`config.mk`:
```
export PLATFORM = sky130hd
export DESIGN_NAME = dram_timing_ctrl
export DESIGN_NICKNAME = d
export VERILOG_FILES = /design/src/rtl/dram_timing_ctrl.sv
export SDC_FILE = /design/constraint.sdc
export NUM_CORES = 1
export LEC_CHECK = 0
export CORE_ASPECT_RATIO = 1.4
export CORE_MARGIN = 10
export CORE_UTILIZATION = 55
export DETAILED_ROUTE_END_ITERATION = 16
export HOLD_SLACK_MARGIN = 0.1
export PLACE_DENSITY = 0.74
export REMOVE_ABC_BUFFERS = 1
export SETUP_SLACK_MARGIN = 0.5
export SKIP_CTS_REPAIR_TIMING = 1
export SLEW_MARGIN = 20
export SYNTH_ARGS = -nofsm -noshare
export SYNTH_HDL_FRONTEND = slang
export SYNTH_SLANG_ARGS = --single-unit
```
`constraint.sdc`:
```
create_clock -name CLK -period 6.7 [get_ports CLK]
set_input_delay 0.67 -clock CLK [delete_from_list [all_inputs] [get_ports CLK]]
set_output_delay 0.67 -clock CLK [all_outputs]
set_load 0.03 [all_outputs]
```
`src/rtl/dram_timing_ctrl.sv`:
```
`timescale 1ns/1ps
// dram_timing_ctrl: per-command timing interval tracker, power-up init timer
// and optional auto-refresh request generator for a DRAM command FSM.
// Optional feature macro: DRAM_AUTO_REFRESH_EN (refresh interval counting,
// rf_req and rf_overflow). Without it, rf_req and rf_overflow are tied low.

package dram_pack;
  typedef enum logic [2:0] {
    CMD_IDLE      = 3'd0,
    CMD_INIT      = 3'd1,
    CMD_ACTIVATE  = 3'd2,
    CMD_READ      = 3'd3,
    CMD_WRITE     = 3'd4,
    CMD_PRECHARGE = 3'd5,
    CMD_REFRESH   = 3'd6,
    CMD_MRS       = 3'd7
  } cmd_fsm_t;
endpackage

module dram_timing_ctrl
  import dram_pack::*;
#(
  parameter logic [15:0] tINIT = 16'd200,
  parameter logic [15:0] tRCD  = 16'd4,
  parameter logic [15:0] tRD   = 16'd8,
  parameter logic [15:0] tWR   = 16'd8,
  parameter logic [15:0] tRP   = 16'd4,
  parameter logic [15:0] tRFC  = 16'd32,
  parameter logic [15:0] tREFI = 16'd1560
) (
  input  logic     CLK,
  input  logic     RST,
  input  cmd_fsm_t cmd_state,
  input  logic     init_req,
  output logic     init_done,
  output logic     tACT_done,
  output logic     tRD_done,
  output logic     tWR_done,
  output logic     tPRE_done,
  output logic     tREF_done,
  output logic     rf_req,
  output logic     rf_overflow
);

  cmd_fsm_t    r_prev_state;
  logic [15:0] r_tcnt;
  logic        r_init_req_d;
  logic        r_init_busy;
  logic [15:0] r_init_cnt;
  logic        r_init_done;

  logic        w_timed;
  logic [15:0] w_tparam;
  logic        w_entry;
  logic        w_expired;
  logic        w_init_start;

  // Map the current command state to its timing parameter; zero marks untimed states.
  always_comb begin
    w_timed  = 1'b0;
    w_tparam = 16'd0;
    case (cmd_state)
      CMD_ACTIVATE: begin
        w_timed  = 1'b1;
        w_tparam = tRCD;
      end
      CMD_READ: begin
        w_timed  = 1'b1;
        w_tparam = tRD;
      end
      CMD_WRITE: begin
        w_timed  = 1'b1;
        w_tparam = tWR;
      end
      CMD_PRECHARGE: begin
        w_timed  = 1'b1;
        w_tparam = tRP;
      end
      CMD_REFRESH: begin
        w_timed  = 1'b1;
        w_tparam = tRFC;
      end
      default: begin
        w_timed  = 1'b0;
        w_tparam = 16'd0;
      end
    endcase
  end

  // An entry is the first cycle of a timed state, including a direct switch between timed states.
  assign w_entry = w_timed && (cmd_state != r_prev_state);

  // The interval is over once the counter has drained and the state has not just changed.
  assign w_expired = !RST && w_timed && !w_entry && (r_tcnt == 16'd0);

  assign tACT_done = w_expired && (cmd_state == CMD_ACTIVATE);
  assign tRD_done  = w_expired && (cmd_state == CMD_READ);
  assign tWR_done  = w_expired && (cmd_state == CMD_WRITE);
  assign tPRE_done = w_expired && (cmd_state == CMD_PRECHARGE);
  assign tREF_done = w_expired && (cmd_state == CMD_REFRESH);

  // Remember the previous command state and run the saturating interval down-counter.
  always_ff @(posedge CLK or posedge RST) begin
    if (RST) begin
      r_prev_state <= CMD_IDLE;
      r_tcnt       <= 16'd0;
    end else begin
      r_prev_state <= cmd_state;
      if (w_entry) begin
        r_tcnt <= w_tparam - 16'd1;
      end else if (r_tcnt != 16'd0) begin
        r_tcnt <= r_tcnt - 16'd1;
      end
    end
  end

  // A new init interval starts only on a rising request while neither running nor complete.
  assign w_init_start = init_req && !r_init_req_d && !r_init_busy && !r_init_done;

  // Power-up init timer; init_done is sticky until reset.
  always_ff @(posedge CLK or posedge RST) begin
    if (RST) begin
      r_init_req_d <= 1'b0;
      r_init_busy  <= 1'b0;
      r_init_cnt   <= 16'd0;
      r_init_done  <= 1'b0;
    end else begin
      r_init_req_d <= init_req;
      if (w_init_start) begin
        if (tINIT == 16'd1) begin
          r_init_done <= 1'b1;
        end else begin
          r_init_busy <= 1'b1;
          r_init_cnt  <= tINIT - 16'd1;
        end
      end else if (r_init_busy) begin
        if (r_init_cnt == 16'd1) begin
          r_init_done <= 1'b1;
          r_init_busy <= 1'b0;
          r_init_cnt  <= 16'd0;
        end else begin
          r_init_cnt <= r_init_cnt - 16'd1;
        end
      end
    end
  end

  assign init_done = r_init_done;

`ifdef DRAM_AUTO_REFRESH_EN
  logic [15:0] r_refi_cnt;
  logic        r_rf_req;
  logic        r_rf_ovf;
  logic        w_ref_entry;
  logic        w_refi_wrap;

  assign w_ref_entry = w_entry && (cmd_state == CMD_REFRESH);
  assign w_refi_wrap = r_init_done && (r_refi_cnt == (tREFI - 16'd1));

  // Refresh interval counter: the cycle init completes, or a REFRESH entry cycle, counts as 0.
  always_ff @(posedge CLK or posedge RST) begin
    if (RST) begin
      r_refi_cnt <= 16'd0;
      r_rf_req   <= 1'b0;
      r_rf_ovf   <= 1'b0;
    end else begin
      if (w_ref_entry) begin
        r_rf_req <= 1'b0;
        if (r_init_done) begin
          r_refi_cnt <= (tREFI == 16'd1) ? 16'd0 : 16'd1;
        end
      end else if (r_init_done) begin
        if (w_refi_wrap) begin
          r_refi_cnt <= 16'd0;
          r_rf_req   <= 1'b1;
          if (r_rf_req) begin
            r_rf_ovf <= 1'b1;
          end
        end else begin
          r_refi_cnt <= r_refi_cnt + 16'd1;
        end
      end
    end
  end

  assign rf_req      = r_rf_req;
  assign rf_overflow = r_rf_ovf;
`else
  logic w_unused_refi;
  assign w_unused_refi = ^tREFI;
  assign rf_req        = 1'b0;
  assign rf_overflow   = 1'b0;
`endif

endmodule

```
Word-level counts from Yosys, hierarchy flattened
Index checks and enable logic that the tools add are counted.
{"block": "totals", "output_inout_bits": 8, "register_bits": 38, "in_bits": 6}
{"block": "op_classes", "muxes": 10, "n_eq_ne": 7, "addsub": 3, "n_reduce_logical": 25, "bitwise_logic": 1}
{"cell": "16-bit 2-to-1 mux", "count": 5}
{"cell": "16-bit by 1-bit subtractor with 16-bit output, second input constant", "count": 3}
{"cell": "6-bit case mux with 3 select lines", "count": 1}
{"cell": "16-bit by 1-bit equality test with 1-bit output, second input constant", "count": 1}
{"cell": "16-bit zero test", "count": 1}
{"cell": "16-bit nonzero test", "count": 1}
{"cell": "1-bit logical AND", "count": 12}
{"cell": "3-bit equality test, second input constant", "count": 3}
{"cell": "3-bit by 2-bit equality test with 1-bit output, second input constant", "count": 2}
{"cell": "1-bit zero test", "count": 5}
{"cell": "5-bit OR reduction", "count": 1}
{"cell": "1-bit 2-to-1 mux", "count": 4}
{"cell": "2-bit nonzero test", "count": 2}
{"cell": "2-bit OR reduction", "count": 2}
{"cell": "3-bit != test", "count": 1}
{"cell": "3-bit AND reduction", "count": 1}
{"cell": "1-bit inverter", "count": 1}

Logic depth before layout (Yosys ltp)
{"block": "depth", "ltp_word": 8, "depth_mapped": 11}

Least setup slack after synthesis
No wires, ideal clock.
{"block": "synth_path", "kind": "input-to-output", "from": "input cmd_state[0]", "to": "output tACT_done", "path_slack_ns": 3.274, "cell_stages": 6, "path_buffers": 1, "t_arrival_ns": 2.756, "required_ns": 6.030, "path_cell_list": "buf_4 or4_1 a31oi_2 or2_2 nand2_1 nor4_1"}
{"block": "synth_between", "elab_chain_len": 8, "word_cells_on_any_way": 14}
{"element": "start, declared", "line_no": "33", "rtl": "input cmd_fsm_t cmd_state,"}
{"element": "3-bit by 2-bit equality test with 1-bit output (tied with other cells)", "line_no": "62, 96"}
{"element": "5-bit OR reduction (no source line)"}
{"element": "1-bit 2-to-1 mux", "line_no": "62", "rtl": "case (cmd_state)"}
{"element": "1-bit logical AND", "line_no": "91", "rtl": "assign w_entry = w_timed && (cmd_state != r_prev_state);"}
{"element": "1-bit zero test", "line_no": "94", "rtl": "assign w_expired = !RST && w_timed && !w_entry && (r_tcnt == 16'd0);"}
{"element": "1-bit logical AND (2 in series)", "line_no": "94"}
{"element": "1-bit logical AND *", "line_no": "96", "rtl": "assign tACT_done = w_expired && (cmd_state == CMD_ACTIVATE);"}
{"element": "end, declared", "line_no": "36", "rtl": "output logic tACT_done,"}
Every way passes the cells marked *; elsewhere a longest branch is shown, timed or not.

Worst setup path in the final report
{"block": "layout_path", "from": "input cmd_state[0]", "to": "output tWR_done"}
{"block": "layout_between", "elab_chain_len": 8, "word_cells_on_any_way": 14}
{"element": "3-bit by 2-bit equality test with 1-bit output (tied with other cells)", "line_no": "62"}
{"element": "5-bit OR reduction (no source line)"}
{"element": "1-bit 2-to-1 mux", "line_no": "62"}
{"element": "1-bit logical AND", "line_no": "91"}
{"element": "1-bit zero test", "line_no": "94"}
{"element": "1-bit logical AND (2 in series)", "line_no": "94"}
{"element": "1-bit logical AND *", "line_no": "98", "rtl": "assign tWR_done = w_expired && (cmd_state == CMD_WRITE);"}
{"element": "end, declared", "line_no": "38", "rtl": "output logic tWR_done,"}
Marks and branches as above.

==> impl_metrics.csv <==
group,metric,value,unit
pwr,switching_share,0.325,
status,status,"complete, no violations",
route,detail_route.wl_per_cell,16.2,um
timing,fmax,0.225,GHz
critical_path,path_cells,"clkdlybuf4s50_1 -> or4_1 -> a31oi_2 -> or2_2 -> nand2_1 -> nor4_1 -> clkdlybuf4s50_1",
timing,skew,0.00848,ns
job,drv_cap,0,
timing,slew_headroom,0.543,
critical_path,cp_slowest_cell,"clkdlybuf4s50_1",
yosys,synth_xor_area_frac,0.0325,
critical_path,path_max_fanout,18,
critical_path,arrival,3.78,ns
yosys,ys_seq_elements,38,
critical_path,crit_type,"in2out",
clock_network,cts_tree,"built",
critical_path,crit_buf_inv,2,
timing,drv_slew,0,
critical_path,r2r_end,"r_tcnt[10]",
grt,gr-total-overflow,0,
yosys,yosysSeqAreaShare,0.399,
floorplan,row_count,28,
timing,setup_viol,0,
finish,insertedDiodeCount,0,
finish,final_layout_size_suffix_gt1_frac,0.114,
grt,grt_max_degree,31,
clock_network,clkSinkCount,38,
floorplan,die_height,97.9,um
route,first_iter_violations,144,
timing,rsz0062_at_grt,"false",
grt,grt_pass1_wl,8780,um
floorplan,die_x,75.6,um
pwr,power.total,0.732,mW
critical_path,crit_top_cell,"clkdlybuf4s50_1",
worst_hold_path,hold_start,"r_init_cnt[15]",
placement,dp.cells,310,
pwr,pwr-share-clk,0.327,
worst_hold_path,worstHoldPathType,"reg2reg",
floorplan,start_util,0.567,
critical_path,r2r-start,"r_prev_state[0]",
floorplan,core_area,4200,um^2
pwr,p_int,0.494,mW
pwr,seqPwrFrac,0.411,
route,drt-total-wl,5150,um
finish,fin_cells,318,
placement,place.detailed.hpwl,3840,um
grt,grt_pass1_vias,1933,
yosys,synth_ff_type,"dfrtp_1",
pwr,p_per_area,277,nW/um^2
yosys,netlist_area,2380,um^2
route,vias_per_cell,6.25,
clock_network,clk_pin_slew,0.07,ns
yosys,async_flop_share,1.00,
finish,syn2layout_area_growth,10.7,%
grt,antenna_found_initial,0,
floorplan,io_pins,14,
timing,post-route-period-util,0.664,
placement,gp_congestion,0.876,
critical_path,worstSetupStartpointType,"primary input",
yosys,synth_top_family_by_area,"simple AND/OR/NAND/NOR gates",
clock_network,numCtsBuffers,5,
yosys,yosysUniqueCellTypes,60,
yosys,synthMuxAreaShare,0.00840,
clock_network,cts_root_buf,"clkbuf_8",
yosys,synth_cells,263,
placement,io_buffers,11,
yosys,avgSynthCellArea,9.06,um^2
yosys,yosys_warnings,0,
finish,nNetsFinal,281,
timing,hold_violations,0,
grt,grt.total_usage,0.147,
route,drc_errors,0,
yosys,synth_simple_gate_area_share,0.258,
pwr,power.leakage,1.08,nW
worst_hold_path,min_to,"r_init_cnt[15]",
critical_path,rrSetupSlack,3.73,ns
yosys,synthAdderAreaFrac,0.0157,
critical_path,required,6.03,ns
route,num_vias,1986,
clock_network,clk_path_buf_depth,2,
floorplan,dieArea,7400,um^2
critical_path,crit_path_max_incr_delay,0.75,ns
route,first_pass_iters,4,
yosys,synth-edff-count,0,
critical_path,crit_family,"buffers and inverters",
pwr,combPwrFrac,0.262,
timing,period_needed,4.45,ns
timing,max_slew.worst_pin.slew,0.678,ns
pwr,peakVddDrop,0.000139,V
timing,fin_tns_setup,0,ns
worst_hold_path,hold_path_depth,1,
yosys,synth_compound_area_frac,0.241,
pwr,power.switching,0.238,mW
clock_network,clk-insertion-delay-late,0.29,ns
clock_network,cts_htree_levels,2,
critical_path,crit_path_end_kind,"output port",
route,drt.antenna.violating_nets,0,
critical_path,r2r_cells,9,
-- cell usage after synthesis (3+ instances only) --
cell,n,area share
nor2b_1,3,0.0079
nor3_1,9,0.019
a21oi_1,11,0.023
xor2_1,5,0.018
buf_2,5,0.010
buf_4,3,0.0094
nand3_1,4,0.0084
or4_1,4,0.013
ha_1,3,0.016
a31oi_1,3,0.0079
dfrtp_1,38,0.40
a22o_1,3,0.011
nor2_1,24,0.038
or3_1,4,0.010
nor4_1,10,0.026
a21o_1,5,0.016
o311ai_1,3,0.011
or2_2,5,0.013
inv_1,10,0.016
nand2_1,32,0.050
o31ai_1,6,0.019
nand2b_1,3,0.0079
o41ai_1,3,0.011
o21ai_0,20,0.042
-- worst max path at each step --
stage                             from   endpoint  depth (start not counted)
after floorplan           cmd_state[2]  tACT_done                          5
after global placement    cmd_state[0]  tACT_done                          7
after detailed placement  cmd_state[0]   tWR_done                          7
after CTS                 cmd_state[0]   tWR_done                          7
after global routing      cmd_state[0]   tRD_done                          7
final                     cmd_state[0]   tWR_done                          7
-- worst register-to-register path, cell delays in order, from the launching register on --
cell and delay [ns]:
dfrtp_1 0.61, xor2_2 0.28, o211ai_2 0.17, or2_2 0.43, nand2_1 0.11, ha_1 0.19, nor3b_4 0.25, o221ai_4 0.21
or4_1 0.51, a21oi_1 0.15
-- sequential cells by signal, indices dropped and copies added, names as in the netlist --
name,cells
r_init_busy,1
r_prev_state,3
r_tcnt,16
r_init_cnt,16
r_init_req_d,1
init_done,1
-- metal layers --
metal  up-vias  part of all wire  wire length [um]  global-route usage
met2        41              0.52              2700               0.244
met3         9             0.030               157              0.0324
li1        980                 -                 -                   -
met1       956              0.43              2200               0.170
met5         -                 0                 0                   0
met4         0             0.017                90              0.0703
-- through the flow --
stage / instance area, um^2 / hold WS [ns] / utilization / worst slack, ns
after detailed placement: 2490 / 0.470 / 0.593 / 2.24
after floorplan: 2320 / 0.439 / - / 3.27
after CTS: 2640 / 0.483 / 0.627 / 2.24
after global routing: 2640 / 0.503 / 0.627 / 2.08
final: 2640 / 0.482 / 0.627 / 2.25
after global placement: 2490 / 0.460 / 0.593 / 2.33
-- power by group through the flow --
stage	sequential [mW]	clock, mW	combinational [mW]
final	0.301	0.239	0.192
after global routing	0.304	0.257	0.213
after CTS	0.299	0.249	0.193
after detailed placement	0.304	0	0.192
after global placement	0.302	0	0.187
after floorplan	0.292	0	0.152
-- cells in the final DEF, fill, tap and decap left out, drive strengths merged, types with 2 or more instances in the layout --
cell type and n:
dfrtp 38, nand2 32, nor2 25, o21ai 21, a21oi 12, clkdlybuf4s50 11, inv 10, nor4 10
nor3 9, o31ai 7, clkbuf 6, or2 6, xor2 6, a21o 5, nand3 4, or4 4
or3 4, a31oi 4, o311ai 4, nor2b 3, o41ai 3, nand2b 3, a22o 3, ha 3
nor3b 3, or3b 2, o211ai 2, nand4b 2, and4 2, and2 2, xnor2 2, mux2i 2
a31o 2, nand4 2, conb 2, bufinv 2, o221ai 2, a211oi 2
-- layout make-up --
| class | instances | area [um^2] |
|---|---|---|
| multi-input cells | 205 | 1330 |
| clock inverters | 2 | 60.1 |
| flip-flops and latches | 38 | 951 |
| inverters | 10 | 37.5 |
| clock buffers | 6 | 82.6 |
| repair buffers | 12 | 118 |
| well taps | 45 | 56.3 |
| fillers | 369 | 1570 |
-- cell families (layout without fill, tap and decap cells) --
kind of cell / count (synthesis) / count (layout)
other cells: 1 / 2
fa+ha+maj: 3 / 3
compound gates: 74 / 74
xor+xnor: 8 / 8
simple gates: 116 / 116
flops: 38 / 38
mux: 2 / 2
buf+inv: 21 / 30
Power figures use the tool's default switching activity.
